[src/rtl/seq_truth_table_gate_if.sv]
// Handshake and data bundle for the settling truth-table gate.
// The master side drives inputs and config; the slave side is the gate.
interface seq_truth_table_gate_if #(
   parameter int N_IN = 3
);
   localparam int TW = 2 ** N_IN;

   logic [N_IN-1:0] in_vec;
   logic            cfg_valid;
   logic [TW-1:0]   cfg_table;
   logic            cfg_ready;
   logic            out;
   logic            out_valid;
   logic            changed;

   modport master (
      output in_vec,
      output cfg_valid,
      output cfg_table,
      input  cfg_ready,
      input  out,
      input  out_valid,
      input  changed
   );

   modport slave (
      input  in_vec,
      input  cfg_valid,
      input  cfg_table,
      output cfg_ready,
      output out,
      output out_valid,
      output changed
   );
endinterface

[src/rtl/seq_truth_table_gate.sv]
// Runtime-loadable N_IN-input truth-table gate whose registered output
// only follows inputs that have stayed stable for SETTLE cycles.
module seq_truth_table_gate #(
   parameter int                   N_IN     = 3,
   parameter int                   SETTLE   = 4,
   parameter logic [2**N_IN-1:0]   TT_RESET = 8'hD5
) (
   input  logic                    clk,
   input  logic                    rst_n,
   seq_truth_table_gate_if.slave   bus
);
   localparam int TW = 2 ** N_IN;
   localparam int CW = $clog2(SETTLE + 1);
   localparam logic [CW-1:0] CNT_MAX = CW'(SETTLE);
   localparam logic [CW-1:0] CNT_HIT = CW'(SETTLE - 1);

   typedef enum logic [1:0] {
      UNSETTLED,
      SETTLED,
      RELOAD
   } state_t;

   state_t          state_q, state_d;
   logic [TW-1:0]   tt_q, tt_d;
   logic [N_IN-1:0] in_last_q;
   logic [CW-1:0]   cnt_q, cnt_d;
   logic            out_q, out_d;
   logic            valid_q, valid_d;
   logic            chg_q, chg_d;
   logic            rdy_q, rdy_d;
   logic            moved;
   logic            accept;
   logic [TW-1:0]   settle_tt;

   // MSB of the table is the result for the all-zero input
   function automatic logic lookup(
      input logic [TW-1:0]   t,
      input logic [N_IN-1:0] idx
   );
      logic [TW-1:0] r;
      for (int i = 0; i < TW; i++) begin
         r[i] = t[TW-1-i];
      end
      return r[idx];
   endfunction

   assign moved     = bus.in_vec != in_last_q;
   assign accept    = bus.cfg_valid && rdy_q;
   assign settle_tt = accept ? bus.cfg_table : tt_q;

   always_comb begin
      state_d = state_q;
      tt_d    = tt_q;
      cnt_d   = cnt_q;
      out_d   = out_q;
      valid_d = valid_q;
      rdy_d   = rdy_q;

      if (moved) begin
         cnt_d = '0;
      end else if (cnt_q < CNT_MAX) begin
         cnt_d = cnt_q + 1'b1;
      end

      if (accept) begin
         tt_d = bus.cfg_table;
      end

      unique case (state_q)
         UNSETTLED: begin
            // a table accepted on the settle edge is the one applied
            if (!moved && cnt_q == CNT_HIT) begin
               out_d   = lookup(settle_tt, in_last_q);
               valid_d = 1'b1;
               state_d = SETTLED;
            end
         end
         SETTLED: begin
            if (moved) begin
               valid_d = 1'b0;
               state_d = UNSETTLED;
            end else if (accept) begin
               rdy_d   = 1'b0;
               state_d = RELOAD;
            end
         end
         RELOAD: begin
            out_d = lookup(tt_q, in_last_q);
            rdy_d = 1'b1;
            if (moved) begin
               valid_d = 1'b0;
               state_d = UNSETTLED;
            end else begin
               state_d = SETTLED;
            end
         end
         default: begin
            valid_d = 1'b0;
            rdy_d   = 1'b1;
            state_d = UNSETTLED;
         end
      endcase

      chg_d = out_d != out_q;
   end

   always_ff @(posedge clk or negedge rst_n) begin
      if (!rst_n) begin
         state_q   <= UNSETTLED;
         tt_q      <= TT_RESET;
         in_last_q <= '0;
         cnt_q     <= '0;
         out_q     <= 1'b0;
         valid_q   <= 1'b0;
         chg_q     <= 1'b0;
         rdy_q     <= 1'b1;
      end else begin
         state_q   <= state_d;
         tt_q      <= tt_d;
         in_last_q <= bus.in_vec;
         cnt_q     <= cnt_d;
         out_q     <= out_d;
         valid_q   <= valid_d;
         chg_q     <= chg_d;
         rdy_q     <= rdy_d;
      end
   end

   assign bus.out       = out_q;
   assign bus.out_valid = valid_q;
   assign bus.changed   = chg_q;
   assign bus.cfg_ready = rdy_q;
endmodule

[src/flat_wrapper.sv]
// flat-port wrapper written by rule: the top's interface ports become plain ports
module seq_truth_table_gate_flat 
#(
   parameter int                   N_IN     = 3,
   parameter int                   SETTLE   = 4,
   parameter logic [2**N_IN-1:0]   TT_RESET = 8'hD5
)
  (clk, rst_n, bus_in_vec, bus_cfg_valid, bus_cfg_table, bus_cfg_ready, bus_out, bus_out_valid, bus_changed);
  seq_truth_table_gate_if #(.N_IN(N_IN)) bus_i ();
  input  logic clk;
  input  logic rst_n;
  input wire logic [$bits(bus_i.in_vec)-1:0] bus_in_vec;
  input wire logic [$bits(bus_i.cfg_valid)-1:0] bus_cfg_valid;
  input wire logic [$bits(bus_i.cfg_table)-1:0] bus_cfg_table;
  output wire logic [$bits(bus_i.cfg_ready)-1:0] bus_cfg_ready;
  output wire logic [$bits(bus_i.out)-1:0] bus_out;
  output wire logic [$bits(bus_i.out_valid)-1:0] bus_out_valid;
  output wire logic [$bits(bus_i.changed)-1:0] bus_changed;
  assign bus_i.in_vec = bus_in_vec;
  assign bus_i.cfg_valid = bus_cfg_valid;
  assign bus_i.cfg_table = bus_cfg_table;
  assign bus_cfg_ready = bus_i.cfg_ready;
  assign bus_out = bus_i.out;
  assign bus_out_valid = bus_i.out_valid;
  assign bus_changed = bus_i.changed;
  seq_truth_table_gate #(.N_IN(N_IN), .SETTLE(SETTLE), .TT_RESET(TT_RESET)) u_core (.clk(clk), .rst_n(rst_n), .bus(bus_i));
endmodule
[config.mk]
export PLATFORM = sky130hd
export DESIGN_NAME = seq_truth_table_gate_flat
export DESIGN_NICKNAME = d
export VERILOG_FILES = /design/src/rtl/seq_truth_table_gate_if.sv /design/src/rtl/seq_truth_table_gate.sv /design/src/flat_wrapper.sv
export SDC_FILE = /design/constraint.sdc
export NUM_CORES = 1
export LEC_CHECK = 0
export ABC_AREA = 1
export CORE_MARGIN = 3
export CORE_UTILIZATION = 32
export CTS_BUF_LIST = sky130_fd_sc_hd__clkbuf_2
export DETAILED_ROUTE_END_ITERATION = 12
export SLEW_MARGIN = 20
export SYNTH_ARGS = -nofsm -noshare
export SYNTH_HDL_FRONTEND = slang
export SYNTH_SLANG_ARGS = --single-unit
[constraint.sdc]
create_clock -name clk -period 1.3 [get_ports clk]
set_input_delay 0.26 -clock clk [delete_from_list [all_inputs] [get_ports clk]]
set_output_delay 0.26 -clock clk [all_outputs]
set_load 0.03 [all_outputs]
; After elaboration in Yosys (flattened, before gate mapping)
; Cells that the tools add are included.
; W data, S select, Z words.
[classes]
addsub = 1
order_cmp = 2
eq_ne = 10
mux = 20
bitwise = 1
n_reduce_logical = 9
[ops]
columns = operator, count
row1 = $mux W1, 8
row2 = $mux W8, 1
row3 = $bmux W1 S3, 2
row4 = $mux W2, 3
row5 = $mux W3, 2
row6 = $ne A2 B1 Y1 const B, 3
row7 = $pmux W1 S2, 3
row8 = $pmux W2 S3, 1
row9 = $lt A3 B4 Y1 const B, 1
row10 = $reduce_and A2 Y1, 2
row11 = $add A3 B1 Y3 const B, 1
row12 = $eq A3 B2 Y1 const B, 1
row13 = $lt A3 B3 Y1 const B, 1
row14 = $ne A3 B1 Y1 const B, 1
row15 = $ne A3 B3 Y1, 1
row16 = $reduce_and A3 Y1, 1
row17 = $eq A2 B1 Y1 const B, 1
row18 = $eq A2 B2 Y1 const B, 1
row19 = $logic_and A1 B1 Y1, 2
row20 = $logic_not A2 Y1, 1
row21 = $ne A2 B2 Y1 const B, 1
row22 = $reduce_bool A2 Y1, 1
row23 = $reduce_or A2 Y1, 1
row24 = $logic_not A1 Y1, 1
row25 = 2 further kinds, 2
[word_totals]
register_bits = 20
inputBits = 14
output_inout_bits = 4
wordCells = 51

; Longest topological paths before layout
[logic_depth]
ltp_word = 7
ltp_mapped = 11
mapped_depth_nobuf = 11

; Least setup slack after synthesis
; No wires, ideal clock.
[synth_timing]
path_type = register -> register
start = reg u_core.rdy_q, in the netlist u_core.bus.cfg_ready
end = reg u_core.chg_q, in the netlist u_core.bus.changed
setup_ns = 0.117
arrival_time_ns = 1.461
required_ns = 1.183
path_slack_ns = -0.278
path_stages_with_launch = 11
n_path_buf = 1
synth_period_minus_slack_ns = 1.578
cell_sequence = dfstp_2 -> buf_2 -> nand2_2 -> nand2_1 -> nand3_1 -> nand3_1 -> nand3_1 -> nand3_1 -> nand2_1 -> nand2_1 -> nand2_1
[synth_between]
elab_chain_len = 7
[synth_rtl]
columns = item, line_no
row1 = from (decl), seq_truth_table_gate.sv:30  ; logic rdy_q, rdy_d;
row2 = from (signal assigned), seq_truth_table_gate.sv:125  ; rdy_q <= rdy_d;
row3 = $logic_and A1 B1 Y1, seq_truth_table_gate.sv:48  ; assign accept = bus.cfg_valid && rdy_q;
row4 = $mux W8, seq_truth_table_gate.sv:49  ; assign settle_tt = accept ? bus.cfg_table : tt_q;
row5 = $bmux W1 S3, seq_truth_table_gate.sv:44  ; return r[idx];
row6 = $mux W1 (not written as such), seq_truth_table_gate.sv:44
row7 = $mux W1, seq_truth_table_gate.sv:72  ; if (!moved && cnt_q == CNT_HIT) begin
row8 = $pmux W1 S2, seq_truth_table_gate.sv:69  ; unique case (state_q)
row9 = via u_core.out_d, seq_truth_table_gate.sv:27  ; logic out_q, out_d;
row10 = $ne A1 B1 Y1, seq_truth_table_gate.sv:104  ; chg_d = out_d != out_q;
row11 = via u_core.chg_d, seq_truth_table_gate.sv:29  ; logic chg_q, chg_d;
row12 = to (signal assigned), seq_truth_table_gate.sv:124  ; chg_q <= chg_d;
row13 = to (decl), seq_truth_table_gate.sv:29
; The timed path passes the listed nets, and every way through them passes these cells. The select of a mux whose other input is x is not followed.
; A chain may end at the register's enable or synchronous reset.

; Worst setup path in the final report
; Ends and elaborated chain as after synthesis.

==> flow_summary.ini <==
[routing]
drt_first_pass_iters = 4
drc = 0
dr.first_iter.drc_count = 60
wirelength_um = 3120
wl_per_cell_um = 13.0
vias_per_cell = 4.69
dr_total_vias = 1125
ant_nets = 0

[setup_path]
crit_arrival_ns = 1.72
path_class = reg -> reg
rr_startpoint = u_core.bus.cfg_ready
crit_start = u_core.bus.cfg_ready
crit_path_start_kind = flop
worstPathMaxFanout = 5
cp-end-kind = flop
critical_path_required_ns = 1.53

[clock_network]
clock_latency_ns = 0.33
cts_tree = yes
cts_root_buf = clkbuf_2
cts.path.max_buffers = 2
htreeDepth = 1
ctsHoldBuffers = 0
cts.sinks = 20
cts_made_buffers = 3
clkTransAtPathRegs_ns = 0.22

[layout]
final_util = 0.594
final_common_cell = nand2_1
nets = 217
area_growth_pct = 69.8
fillers = 300
drive_above_1_share = 0.480
final_cell_mix = 32 x nand2_1, 30 x buf_4
diodes = 0
final_cells = 240

[sta]
setup_viol = 5
hold_violations = 0
finalCritPeriodShare = 1.14
maxSlewHeadroom = 0.841
grt_setup_unrepaired = true
fin_skew_ns = 0.0276
timing.hold.ws_ns = 0.221
max_freq_mhz = 672
period_minus_slack_ns = 1.49
worst_pin_slew_ns = 0.237
finalMaxSlewViolations = 0
final.setup.worst_slack_ns = -0.188

[yosys]
avgSynthCellArea_um2 = 7.77
yosysSeqAreaShare = 0.457
synth_edf_count = 0
synth_cell_type_count = 21
synth_area_um2 = 1110
ys_ff_latch = 20
synthCells = 143
ys.flop_type = dfrtp_1
async_reset_ff_frac = 1.00
yosysWarningCount = 0
synthesis.nets = 163

[place]
pre_cts_ws_ns = -0.410
place_hpwl_um = 2050
dpl.cell_count = 229
gp_congestion = 0.909
portBuffers = 17

[global_route]
grt_max_degree = 21
grt_pass1_wl_um = 4880
grt_antenna_before_repair = 0
grt_pass1_vias = 1138
grt_use_total = 0.149
grt-ovfl-total = 0

[power]
cellLeakagePower_nw = 0.945
power_density_nw_per_um2 = 1400
finalPower_w = 0.00264
vdd_drop_max_uv = 875

[die]
rows = 20
coreArea_um2 = 3180
die_area_um2 = 4220
io_pins = 18
dieHeight_um = 64.9
start_util = 0.350
die_x_um = 64.9

[status]
violations = setup timing
status = complete, but fails checks

[flow_run]
maxCapViolCount = 0

[worst_hold_path]
hold_class = in -> async
-- area by class of cell --
cell class	count	area, um2	share of cell area
sequential	20	509	0.270
clock inverter	1	30.0	0.0159
multi-input combinational	106	734	0.389
tap	44	55.1	0.0292
inverter	15	63.8	0.0338
clock buffer	3	15.0	0.00796
timing repair buffer	51	479	0.254
-- Yosys cell counts (all sizes together) (2+ instances only) --
cell type / instances / area [um2]
nand2: 51 / 204
nand3: 26 / 130
inv: 13 / 48.8
clkinv: 2 / 8.75
nor2: 9 / 41.3
dfstp: 6 / 158
ha: 6 / 75.1
a21oi: 4 / 20.0
o21ai: 5 / 28.8
buf: 3 / 15.0
dfrtp: 14 / 350
-- per-layer routing --
layer | part of all wire | global-route usage | vias to the layer above
met1 | 0.41 | 0.174 | 531
met3 | 0.040 | 0.0329 | 8
met4 | 0.016 | 0.0475 | 0
li1 | - | - | 563
met2 | 0.53 | 0.269 | 23
met5 | 0 | 0 | -
-- critical path, cell delays in order, from the launching register on --
cell and delay, ns:
dfstp_2 0.63, buf_12 0.15, nand2_8 0.08, nand2_2 0.08, nand3_2 0.08, nand3_2 0.08, nand3_2 0.08, nand3_2 0.07
nand2_2 0.05, nand2_1 0.05, nand2_1 0.05
-- logic make-up (layout without fill, tap and decap cells) --
| kind of cell | count (synthesis) | count (layout) | share of synthesized area |
|---|---|---|---|
| simple gates | 87 | 88 | 0.343 |
| fa+ha+maj | 6 | 6 | 0.0676 |
| compound gates | 10 | 10 | 0.0507 |
| flops | 20 | 20 | 0.457 |
| xor+xnor | 2 | 2 | 0.0158 |
| buf+inv | 18 | 70 | 0.0653 |
-- through the flow --
stage / instance area, um2 / TNS [ns]
floorplan: 1140 / -0.247
global placement: 1570 / -2.49
detailed placement: 1570 / -2.58
CTS: 1740 / -0.400
global route: 1890 / -1.10
finish: 1890 / -0.528
-- timing repair --
action                     in CTS  in global routing
setup buffers                   5                  2
setup endpoints to repair       8                 10
gates resized for setup        23                 29
pin swaps                      11                  9
gates cloned                    1                  1
-- sequential cells by signal, indices dropped and copies added, names as in the netlist --
register	flops
u_core.tt_q	8
u_core.state_q	2
u_core.cnt_q	3
u_core.bus.out_valid	1
u_core.bus.cfg_ready	1
u_core.bus.out	1
u_core.in_last_q	3
u_core.bus.changed	1
-- final timing paths --
kind	end	slack, ns	cells past startpoint
worst max-delay path	u_core.bus.changed	-0.19	10
worst min-delay path	u_core.cnt_q[0]	0.22	2
worst max register to register	u_core.bus.changed	-0.19	10
worst min register to register	u_core.tt_q[2]	0.51	2
max in group asynchronous	u_core.bus.cfg_ready	0.82	2
min in group clk	u_core.in_last_q[2]	0.38	1
-- where the power goes --
group | leakage (nW) | internal (W) | switching [W] | total, W
Sequential | 0.237 | 0.000784 | 0.000110 | 0.000894
Combinational | 0.682 | 0.000610 | 0.000662 | 0.00127
Clock | 0.0266 | 0.000265 | 0.000206 | 0.000471
Total | 0.945 | 0.00166 | 0.000978 | 0.00264
Note: power is estimated with default switching activity, not from simulation.
==> RTL edit 1: new RTL, same flow settings <==
`SETTLE` is set to 4 in 2 places; all go to 8.
--- a/src/rtl/seq_truth_table_gate.sv
+++ b/src/rtl/seq_truth_table_gate.sv
@@ -3,5 +3,5 @@
 module seq_truth_table_gate #(
    parameter int                   N_IN     = 3,
-   parameter int                   SETTLE   = 4,
+   parameter int                   SETTLE   = 8,
    parameter logic [2**N_IN-1:0]   TT_RESET = 8'hD5
 ) (
--- a/src/flat_wrapper.sv
+++ b/src/flat_wrapper.sv
@@ -3,5 +3,5 @@
 #(
    parameter int                   N_IN     = 3,
-   parameter int                   SETTLE   = 4,
+   parameter int                   SETTLE   = 8,
    parameter logic [2**N_IN-1:0]   TT_RESET = 8'hD5
 )
Check against the original RTL: not equivalent (Yosys sat finds a counterexample within 10 cycles, from zero or initial values and one cycle with rst_n low).
==> RTL edit 1 against the unedited design <==
  * The run still ends with negative setup slack left
  * Count of clock-buffer cells in the layout is 1 higher
  * Power down 4.9%
  * Cell count rose by 5.0%
  * Final area is 3.6% higher
  * Setup slack worse by 0.039 ns
  * Routed wire length increased by 0.99%
  * Combinational power up 5%
  * Core utilization decreased by 3.9 points
  * Sequential cell count is 1 higher
  * Area after synthesis is 11% higher
  * Sequential power fell by 1%
  * Largest power group unchanged
==> RTL edit 1: results (changes against the unedited design) <==
outcome:
  outcome: "complete, but fails checks"
  violations: "negative setup slack"
timing:
  setup_ws_ns: -0.2270  # -0.03921 ns
  finalSetupViolCount: 6  # +1
  whs_ns: 0.2182  # -0.002673 ns
  skew_ns: 0.009018  # -0.01856 ns
  tightest_slew_ns: 0.3350  # +0.09802 ns
  timing.setup.tns_ns: -0.7022  # -0.1738 ns
cells_and_area:
  drive_gt1_frac: 0.4854  # +0.005845
  final_nets: 226  # +4.1%
  reg_top3: "u_core.tt_q x8, u_core.cnt_q x4, u_core.in_last_q x3"
grt:
  grt_pass1_vias: 1147  # +0.79%
  grt_pass1_wl_um: 5043  # +3.4%
  grt_max_degree: 22  # +4.8%
  grt_util_all_layers: 0.1460  # -0.003483
worst_hold_path:
  hp-class: "input pin to asynchronous set/reset pin"
power:
  power.leakage_nw: 0.9699  # +2.6%
  ir_worst_vdd_uv: 543.4  # -38%
route:
  routed_wl_um: 3147  # +0.99%
  drt_iter0_markers: 39  # -35%
  post_drt_wl_per_cell_um: 12.49  # -3.8%
  via_count: 1181  # +5.0%
place:
  dp.cells: 241  # +5.2%
  placed_area_sq_um: 1709  # +8.8%
  finalWeightedCongestion: 0.8594  # -5.5%
  pre_cts_ws_ns: -0.3933  # +0.01695 ns
  place_hpwl_um: 2128  # +3.7%
yosys:
  synth-edff-count: 0  # unchanged
  synth_top_flop_cell: "dfrtp_1"
  ys_top_cells_by_area: "dfrtp_1 30%, dfstp_2 13%, nand2_1 12%"
  synth_nets: 169  # +3.7%
  syn_inst: 150  # +4.9%
  synthDistinctLibCells: 24  # +14%
  yosysWarnings: 0  # unchanged
  ys_top_cells_by_count: "39 x nand2_1, 29 x nand3_1, 15 x dfrtp_1"
  seq_area_frac_synth: 0.4316  # -0.02560
critical_path:
  cpPeakStageDelay_ns: 0.64
  cp.arrival_ns: 1.80  # +0.08 ns
  r2r-start: "u_core.bus.cfg_ready$_DFFE_PN1P_"
  r2r-end: "u_core.bus.out$_DFF_PN0_"
  crit_path_max_fanout: 5  # unchanged
  path_delay_family: "flip-flops"
  ff2ff_path_depth: 9  # -1
clock_tree:
  cts.reportedPaths.clkPinSlew_ns: 0.22  # about the same
  numCtsBuffers: 3  # unchanged
  clk_latency_ns: 0.35  # +0.02 ns
RTL edit 1: cell count changes after synthesis, sizes merged, moves of 3 or more:
| cell | delta |
|---|---|
| inv | +4 |
| nand3 | +4 |
| a21oi | +3 |
| nand2 | -3 |
| o21ai | -3 |
RTL edit 1: repair_timing:
action | CTS | global route
setup endpoints to repair | 7 | 12
setup buffers | 3 | 3
pin swaps | 6 | 12
cloned | 1 | 1
resized for setup | 19 | 26
RTL edit 1: power by group:
part	total, mW	internal [mW]	switching [mW]
combinational	1.33	0.641	0.685
clock	0.301	0.0813	0.220
sequential	0.882	0.794	0.0886
RTL edit 1: routing by layer:
| metal | wire length [um] | up-vias | global-route usage |
|---|---|---|---|
| met2 | 1608 | 22 | 0.2467 |
| met1 | 1328 | 556 | 0.1804 |
| li1 | - | 596 | - |
| met5 | 0 | - | 0 |
| met4 | 70 | 0 | 0.06203 |
| met3 | 140 | 7 | 0.02791 |
RTL edit 1: worst max path at each step:
stage / startpoint / to / slack (ns) / cells past startpoint
after floorplan: u_core.bus.cfg_ready$_DFFE_PN1P_ / u_core.bus.changed$_DFF_PN0_ / -0.16 / 10
after global placement: bus_in_vec[1] / u_core.bus.out_valid$_DFFE_PN0P_ / -0.38 / 10
after detailed placement: bus_in_vec[1] / u_core.bus.out_valid$_DFFE_PN0P_ / -0.39 / 10
after CTS: u_core.bus.cfg_ready$_DFFE_PN1P_ / u_core.bus.changed$_DFF_PN0_ / -0.14 / 10
after global routing: u_core.bus.cfg_ready$_DFFE_PN1P_ / u_core.bus.changed$_DFF_PN0_ / -0.33 / 11
final: u_core.bus.cfg_ready$_DFFE_PN1P_ / u_core.bus.out$_DFF_PN0_ / -0.23 / 9
RTL edit 1: layout make-up:
type | instances | area (sq um)
multi-input cells | 108 | 758.2
repair buffers | 54 | 505.5
flip-flops and latches | 21 | 534.3
clock buffers | 4 | 20.02
well taps | 46 | 57.56
inverters | 19 | 78.83
fillers | 336 | 1567
RTL edit 1: worst register-to-register path, cell delays in order, from the launching register on:
cell and delay, ns:
dfstp_2 0.64, buf_12 0.15, nand2_8 0.08, nand2_2 0.09, nand3_1 0.09, nand3_2 0.08, nand3_2 0.08, nand3_2 0.07
nand2_2 0.06, buf_4 0.12
RTL edit 1: kinds of logic (layout without fill, tap and decap cells):
group                    count (synthesis)  count (layout)  share of synthesized area
AO/OA/AOI/OAI                           10              10                    0.04459
XOR/XNOR                                 2               2                    0.02027
adder cells (fa/ha/maj)                  5               5                    0.05066
buffers and inverters                   22              77                    0.06991
flip-flops                              21              21                     0.4316
AND/OR/NAND/NOR                         90              91                     0.3830
==> RTL edit 2: new RTL, same settings <==
Made on the original files. The 3 states of `state_t` get a one-hot encoding in 3 bits.
--- a/src/rtl/seq_truth_table_gate.sv
+++ b/src/rtl/seq_truth_table_gate.sv
@@ -15,8 +15,8 @@
    localparam logic [CW-1:0] CNT_HIT = CW'(SETTLE - 1);
 
-   typedef enum logic [1:0] {
-      UNSETTLED,
-      SETTLED,
-      RELOAD
+   typedef enum logic [2:0] {
+      UNSETTLED = 3'b001,
+      SETTLED   = 3'b010,
+      RELOAD    = 3'b100
    } state_t;
 
Check against the original RTL: no difference found for any inputs over 10 cycles, from zero or initial values and one cycle with rst_n low; not proved beyond that.
==> RTL edit 2 against the unedited design <==
  * The flow still finishes with violations (negative setup slack)
  * Area after synthesis is 2.6% higher
  * Setup slack worse by 0.0031 ns
  * Routed wire length is 7.7% lower
  * Sequential cell count is 1 higher
  * Power is 26% lower
  * Count of clock-buffer cells in the layout is 1 higher
  * Final area is 3.8% lower
  * Highest routed layer unchanged
  * Critical endpoint unchanged
  * Global-route usage is 1.6 points lower
  * Clock power is 42% lower
  * Via count is 5.2% lower
  * Largest power group is now registers
==> RTL edit 2: results (changes against the unedited design) <==
outcome:
  outcome: "complete, but fails checks"
  violations: "negative setup slack"
clock_tree:
  postCtsSetupBuffers: 3  # -2
  ctsHtreeMaxLevel: 1  # unchanged
  cts.reportedPaths.clkPinSlew_ns: 0.19  # -0.03 ns
  clk_latency_ns: 0.31  # -0.02 ns
  ctsResizeCount: 15  # -35%
  root_buffer: "clkbuf_2"
yosys:
  ys_top_cells_by_area: "dfrtp_1 31%, dfstp_2 16%, nand2_1 12%"
  synth_xor_xnor_area_share: 0.01537  # -0.0003980
  synth_nets: 158  # -3.1%
  synthDistinctLibCells: 26  # +24%
  synth_compound_area_frac: 0.06147  # +0.01080
  synthAdderAreaFrac: 0.02195  # -0.04561
  ys_top_cells_by_count: "37 x nand2_1, 27 x nand3_1, 15 x inv_1"
  synth.area.mux_share: 0  # unchanged
  seq_area_frac_synth: 0.4687  # +0.01151
power:
  p_seq_frac: 0.431  # +0.092
  ir_worst_vdd_uv: 397.2  # -55%
  power.leakage_nw: 0.8959  # -5.2%
  comb_power_share: 0.427  # -0.055
  p_sw_frac: 0.3638  # -0.007195
cells_and_area:
  signal_buffers: 45  # -12%
  insertedDiodeCount: 0  # unchanged
  inverters: 20  # +5
  drive_gt1_frac: 0.4974  # +0.01776
  multiInputGateArea_sq_um: 684.4  # -6.8%
  final_nets: 206  # -5.1%
  clock_area_frac: 0.01103  # -0.01285
  nMultiInputCombCells: 99  # -6.6%
  fillCellCount: 306  # +2.0%
  final-seq-area_sq_um: 534.3  # +4.9%
  max_flop_register: "u_core.tt_q"
  clockBufferCount: 4  # +1
  design.seq.count: 21  # +5.0%
  nonClkBufAreaFrac: 0.2426  # -0.01139
place:
  finalWeightedCongestion: 0.8124  # -11%
  place_hpwl_um: 1967  # -4.1%
  pre_cts_ws_ns: -0.4285  # -0.01819 ns
route:
  drt_iter0_markers: 39  # -35%
  via_count: 1066  # -5.2%
  routed_wl_um: 2877  # -7.7%
timing:
  setup_ws_ns: -0.1909  # -0.003115 ns
  finalSetupViolCount: 5  # unchanged
  skew_ns: 0.009592  # -0.01799 ns
  whs_ns: 0.2377  # +0.01682 ns
  tightest_slew_ns: 0.2856  # +0.04855 ns
  timing.setup.tns_ns: -0.5889  # -0.06058 ns
critical_path:
  r2r-start: "u_core.bus.cfg_ready$_DFFE_PN1P_"
  cpPeakStageDelay_ns: 0.65  # +0.02 ns
  cp.arrival_ns: 1.72  # about the same
  startpoint: "u_core.bus.cfg_ready$_DFFE_PN1P_"
  crit_path_max_fanout: 5  # unchanged
  slowest_stage: "dfstp_2"
grt:
  grt_pass1_wl_um: 4609  # -5.5%
  grt_pass1_vias: 1039  # -8.7%
  grt_max_degree: 22  # +4.8%
  grt_util_all_layers: 0.1335  # -0.01604
worst_hold_path:
  hp-class: "input pin to flip-flop"
  hold_end: "u_core.in_last_q[1]$_DFF_PN0_"
[RTL edit 2: changes by cell type in the layout (fill, tap and decap cells not counted), moves of 2 or more]
cell,change
nor3_1,+2
buf_4,-8
nand2_2,+2
nand2_1,-6
inv_1,+4
buf_6,+2
nand2_4,-3
a21oi_2,+3
a21oi_1,-3
ha_1,-3
[RTL edit 2: routing by layer]
| layer | up-vias | part of all wire | global-route usage |
|---|---|---|---|
| met2 | 17 | 0.53 | 0.2128 |
| met1 | 497 | 0.44 | 0.1844 |
| met5 | - | 0 | 0 |
| met3 | 2 | 0.026 | 0.02222 |
| li1 | 550 | - | - |
| met4 | 0 | 0.0080 | 0.03886 |
[RTL edit 2: metrics by stage]
step	total power, mW	std cells	util	instance area [sq um]
CTS	1.852	234	0.4950	1678
global route	2.082	235	0.5356	1815
global placement	1.519	226	0.4629	1569
detailed placement	1.538	226	0.4629	1569
floorplan	1.257	142	-	1174
finish	1.939	235	0.5356	1815
